**src/rtl/clk_div_scheduler.sv**
```systemverilog
// clk_div_scheduler: programmable clock divider with round-robin ratio updates.
// New ratios are held in a shadow register and applied only at a period
// boundary (or at once when idle), so div_out never shows a runt pulse.
module clk_div_scheduler #(
    parameter int NREQ        = 2,
    parameter int W           = 8,
    parameter int DEFAULT_DIV = 8
) (
    input  logic              clk,
    input  logic              clr,
    input  logic              enable,
    input  logic [NREQ-1:0]   req,
    input  logic [NREQ*W-1:0] div_in,
    output logic [NREQ-1:0]   ack,
    output logic              err,
    output logic              busy,
    output logic              running,
    output logic [W-1:0]      cur_div,
    output logic              div_out,
    output logic              tick
);

    localparam int PW = (NREQ > 1) ? $clog2(NREQ) : 1;

    typedef enum logic [1:0] {IDLE, RUN, STOPPING} state_t;

    state_t        state;
    logic [W-1:0]  cnt;
    logic [W-1:0]  shadow;
    logic [PW-1:0] rr_ptr;

    logic          gnt_vld;
    logic [PW-1:0] gnt_idx;
    logic [PW-1:0] ptr_next;
    logic [W-1:0]  gnt_div;
    logic [NREQ-1:0] gnt_oh;
    int            cand;

    logic          last;
    logic [W-1:0]  k_next;
    logic [W:0]    half;
    logic          hi_next;

    // Round-robin search starting at rr_ptr; first asserted req wins.
    always_comb begin
        gnt_vld = 1'b0;
        gnt_idx = '0;
        cand    = 0;
        for (int j = 0; j < NREQ; j++) begin
            cand = int'(rr_ptr) + j;
            if (cand >= NREQ) cand = cand - NREQ;
            if (!gnt_vld && req[cand]) begin
                gnt_vld = 1'b1;
                gnt_idx = PW'(cand);
            end
        end
    end

    assign gnt_div  = div_in[int'(gnt_idx)*W +: W];
    assign gnt_oh   = NREQ'(1) << gnt_idx;
    assign ptr_next = (int'(gnt_idx) == NREQ - 1) ? '0 : gnt_idx + 1'b1;

    // Counter look-ahead: outputs are registered alongside cnt, so they are
    // computed from the next count. Half-period is done in W+1 bits so that
    // D = 2^W-1 does not overflow.
    assign last    = (cnt == cur_div - 1'b1);
    assign k_next  = last ? '0 : cnt + 1'b1;
    assign half    = ({1'b0, cur_div} + 1'b1) >> 1;
    assign hi_next = ({1'b0, k_next} < half);

    // Control FSM, arbiter grant, shadow apply and registered outputs.
    always_ff @(posedge clk) begin
        if (clr) begin
            state   <= IDLE;
            cnt     <= '0;
            cur_div <= W'(DEFAULT_DIV);
            shadow  <= '0;
            busy    <= 1'b0;
            ack     <= '0;
            err     <= 1'b0;
            div_out <= 1'b0;
            tick    <= 1'b0;
            running <= 1'b0;
            rr_ptr  <= '0;
        end else begin
            ack <= '0;
            err <= 1'b0;

            // Grants only when nothing is pending, so grant and apply never
            // land in the same cycle.
            if (!busy && gnt_vld) begin
                ack    <= gnt_oh;
                rr_ptr <= ptr_next;
                if (gnt_div >= W'(2)) begin
                    shadow <= gnt_div;
                    busy   <= 1'b1;
                end else begin
                    err <= 1'b1;
                end
            end

            case (state)
                IDLE: begin
                    cnt     <= '0;
                    div_out <= 1'b0;
                    tick    <= 1'b0;
                    // No period in flight, so a pending ratio applies at once.
                    if (busy) begin
                        cur_div <= shadow;
                        busy    <= 1'b0;
                    end
                    if (enable) begin
                        state   <= RUN;
                        running <= 1'b1;
                        div_out <= 1'b1;
                        tick    <= 1'b1;
                    end
                end
                RUN, STOPPING: begin
                    cnt     <= k_next;
                    div_out <= hi_next;
                    tick    <= last;
                    if (last && busy) begin
                        cur_div <= shadow;
                        busy    <= 1'b0;
                    end
                    if (state == RUN) begin
                        if (!enable) state <= STOPPING;
                    end else if (enable) begin
                        state <= RUN;
                    end else if (last) begin
                        state   <= IDLE;
                        running <= 1'b0;
                        cnt     <= '0;
                        div_out <= 1'b0;
                        tick    <= 1'b0;
                    end
                end
                default: state <= IDLE;
            endcase
        end
    end

endmodule

```
**config.mk**
```make
export PLATFORM = sky130hd
export DESIGN_NAME = clk_div_scheduler
export DESIGN_NICKNAME = d
export VERILOG_FILES = /design/src/rtl/clk_div_scheduler.sv
export SDC_FILE = /design/constraint.sdc
export NUM_CORES = 1
export LEC_CHECK = 0
export BUFFER_PORTS_ARGS = -buffer_cell sky130_fd_sc_hd__buf_2
export CAP_MARGIN = 25
export CORE_MARGIN = 2
export CORE_UTILIZATION = 55
export CTS_BUF_LIST = sky130_fd_sc_hd__clkbuf_8
export CTS_CLUSTER_SIZE = 40
export DETAILED_ROUTE_END_ITERATION = 10
export PLACE_DENSITY = 0.77
export SYNTH_ARGS = -nofsm -noshare
export SYNTH_HDL_FRONTEND = slang
export SYNTH_SLANG_ARGS = --single-unit
```
**constraint.sdc**
```tcl
create_clock -name clk -period 5.9 [get_ports clk]
set_clock_uncertainty 0.15 [all_clocks]
set_input_delay 0.59 -clock clk [delete_from_list [all_inputs] [get_ports clk]]
set_output_delay 0.59 -clock clk [all_outputs]
set_load 0.05 [all_outputs]
```
==> flow_metrics.tcl <==
set metrics [dict create \
    crit_required_ns 5.98 \
    route.detailed.drc 0 \
    grt_use_total 0.239 \
    htree_levels 2 \
    synth_seq_cells 34 \
    setup-violations-final 0 \
    critPathKind "register to register" \
    dr.first_iter.drc_count 130 \
    drtAntennaViolNets 0 \
    wl_met2_um 2840 \
    worst_path_largest_cell_delay_ns 0.46 \
    dr.max_layer_used "met4" \
    place.gp.congestion 0.868 \
    row_count 24 \
    tightest_slew_ns 1.02 \
    ys.flop_type "dfxtp_1" \
    yosys_warnings 0 \
    drive_above_1_share 0.158 \
    grt_first_pass_wirelength_um 10000 \
    synthesis.area_um2 2530 \
    hold_ws_ns 0.338 \
    end_kind "register" \
    die_height_um 71.9 \
    crit_path_max_fanout 29 \
    dieArea_um2 5170 \
    cts_tree "built" \
    fp.coreArea_um2 4380 \
    p_per_area_nw_per_um2 243 \
    grt.overflow.total 0 \
    clk_latency_ns 0.29 \
    antenna_cells 0 \
    vias 2382 \
    via_per_inst 6.24 \
    cts_resized 0 \
    peakVddDrop_v 0.000154 \
    place_hpwl_um 4160 \
    rsz0062_at_grt "false" \
    arrival_ns 3.81 \
    yosysSeqAreaShare 0.269 \
    syn_to_final_growth_pct 9.43 \
    avgSynthCellArea_um2 8.17 \
    ys_types 56 \
    clock-root-buffer "clkbuf_8" \
    antenna_found_initial 0 \
    cts.sinks 34 \
    path_cells "inv_1 > ha_1 > o21ba_1 > a221oi_1 > a41oi_1 > a2111oi_4 > buf_4 > nor2_1 > ha_1 > a21o_1 > a21o_1 > a2111oi_0 > o22ai_1 > a31oi_1" \
    relSlewSlack 0.318 \
    max-cap-violations 0 \
    wl_met1_um 2710 \
    synth_nets 345 \
    clkTransAtPathRegs_ns 0.08 \
    synth_cells 310 \
    clockBufferDepth 2 \
    fillers 392 \
    min_period_over_period 0.633 \
    setup-tns-final_ns 0 \
    startpoint_type "register" \
    first_global_vias 2231 \
    r2r_setup_slack_ns 2.17 \
    cts_hold_buf 0 \
    synth_edf_count 0 \
    cp_slowest_cell "dfxtp_1" \
    status "completed" \
    timing.fmax_mhz 268 \
    grt_max_degree 45 \
    hp-class "register to register" \
    numCtsBuffers 5 \
    timing.final.crit_period_ns 3.73 \
    hold_violations 0 \
    p_leak_nw 1.14 \
    dr.pass1.iters 5 \
    dr_wl_met3_um 291 \
    ioPinCount 36 \
    post_drt_wl_per_cell_um 15.5 \
    async_flop_share 0 \
    finalNetCount 364 \
    post_cts_buffers 0 \
    slew_viol_final 0 \
    initial_utilization 0.578 \
    wirelength_um 5920 \
    port-buffer-count 35 \
    die_w_um 71.9 \
]
## final cells by class
cell class	count	area, um^2	share of cell area
Inverter	17	63.8	0.0230
Multi-Input combinational cell	233	1670	0.602
Clock inverter	2	12.5	0.00451
Sequential cell	34	681	0.245
Timing Repair Buffer	38	198	0.0713
Clock buffer	6	82.6	0.0298
Tap cell	52	65.1	0.0235
## Yosys cell counts (3+ instances only)
| master | number | share of area |
|---|---|---|
| nor4b_1 | 3 | 0.010 |
| nor3b_1 | 9 | 0.027 |
| nand3_1 | 23 | 0.045 |
| a2111o_1 | 8 | 0.036 |
| a21oi_1 | 12 | 0.024 |
| buf_2 | 9 | 0.018 |
| clkbuf_1 | 12 | 0.018 |
| nand2_1 | 15 | 0.022 |
| xor2_1 | 7 | 0.024 |
| nor4_1 | 4 | 0.0099 |
| ha_1 | 14 | 0.069 |
| or4_1 | 5 | 0.015 |
| xnor2_1 | 14 | 0.048 |
| a32oi_1 | 7 | 0.024 |
| a211oi_1 | 8 | 0.024 |
| nor3_1 | 11 | 0.022 |
| inv_1 | 17 | 0.025 |
| dfxtp_1 | 34 | 0.27 |
| and3_1 | 4 | 0.0099 |
| mux2i_1 | 9 | 0.036 |
| o21ai_0 | 10 | 0.020 |
| nor2_1 | 23 | 0.034 |
| nor2b_1 | 4 | 0.0099 |
| o211ai_1 | 3 | 0.0089 |
## registers in the layout, indices dropped and copies added (netlist names)
| signal | flops |
|---|---|
| ack | 2 |
| tick | 1 |
| rr_ptr | 1 |
| cnt | 8 |
| cur_div | 8 |
| busy | 1 |
| state | 2 |
| div_out | 1 |
| shadow | 8 |
| err | 1 |
| running | 1 |
## power breakdown
| group | total (W) | internal [W] | switching [W] |
|---|---|---|---|
| sequential | 0.000281 | 0.000250 | 0.0000310 |
| combinational | 0.000205 | 0.0000737 | 0.000131 |
| clock | 0.000187 | 0.0000939 | 0.0000930 |
## final timing paths
kind | from | endpoint | cells past startpoint
setup / recovery | cur_div[0]$_SDFFE_PP0P_ | div_out$_SDFFE_PP0P_ | 14
hold / removal | tick$_SDFFE_PP0P_ | tick$_SDFFE_PP0P_ | 2
setup reg to reg | cur_div[0]$_SDFFE_PP0P_ | div_out$_SDFFE_PP0P_ | 14
hold reg to reg | tick$_SDFFE_PP0P_ | tick$_SDFFE_PP0P_ | 2
## placed cells by master (no fill, tap or decap), types with 7 or more instances in the layout
cell / n
nor3_1: 11
buf_2: 35
o21ai_0: 9
nand3_1: 23
mux2i_1: 9
a32oi_1: 7
nor2_1: 23
dfxtp_1: 34
xor2_1: 7
a211oi_1: 8
ha_1: 14
nand2_1: 15
a2111o_1: 8
nor3b_1: 9
xnor2_1: 14
a21oi_1: 12
inv_1: 17
## routing by layer
metal,GRT usage,vias up
met1,0.306,1115
met5,0,-
met3,0.0520,9
met2,0.402,72
met4,0.0755,0
li1,-,1186
## cell families after synthesis
logic type / Yosys count / synth area share
AOI/OAI and AO/OA: 73 / 0.222
xor gates and xnor gates: 21 / 0.0726
adders and majority gates: 14 / 0.0691
buffers and inverters: 43 / 0.0770
DFF: 34 / 0.269
muxes: 9 / 0.0356
and+or+nand+nor: 116 / 0.255
## metrics by stage
stage	utilization	total power (W)	cells	instance area, um^2	worst slack (ns)
after floorplan	-	0.000439	310	2530	2.14
after global placement	0.611	0.000485	374	2680	2.42
after global routing	0.632	0.000712	382	2770	1.84
final	0.632	0.000673	382	2770	2.17
after detailed placement	0.611	0.000490	374	2680	2.22
after CTS	0.632	0.000674	382	2770	2.17
## critical path, delay by kind of cell (launching register included)
kind / cells / cell delay, ns
DFF: 1 / 0.46
and+or+nand+nor: 1 / 0.09
buffers and inverters: 2 / 0.46
adders and majority gates: 2 / 0.59
AOI/OAI and AO/OA: 9 / 1.91
(Power assumes the default switching activity.)
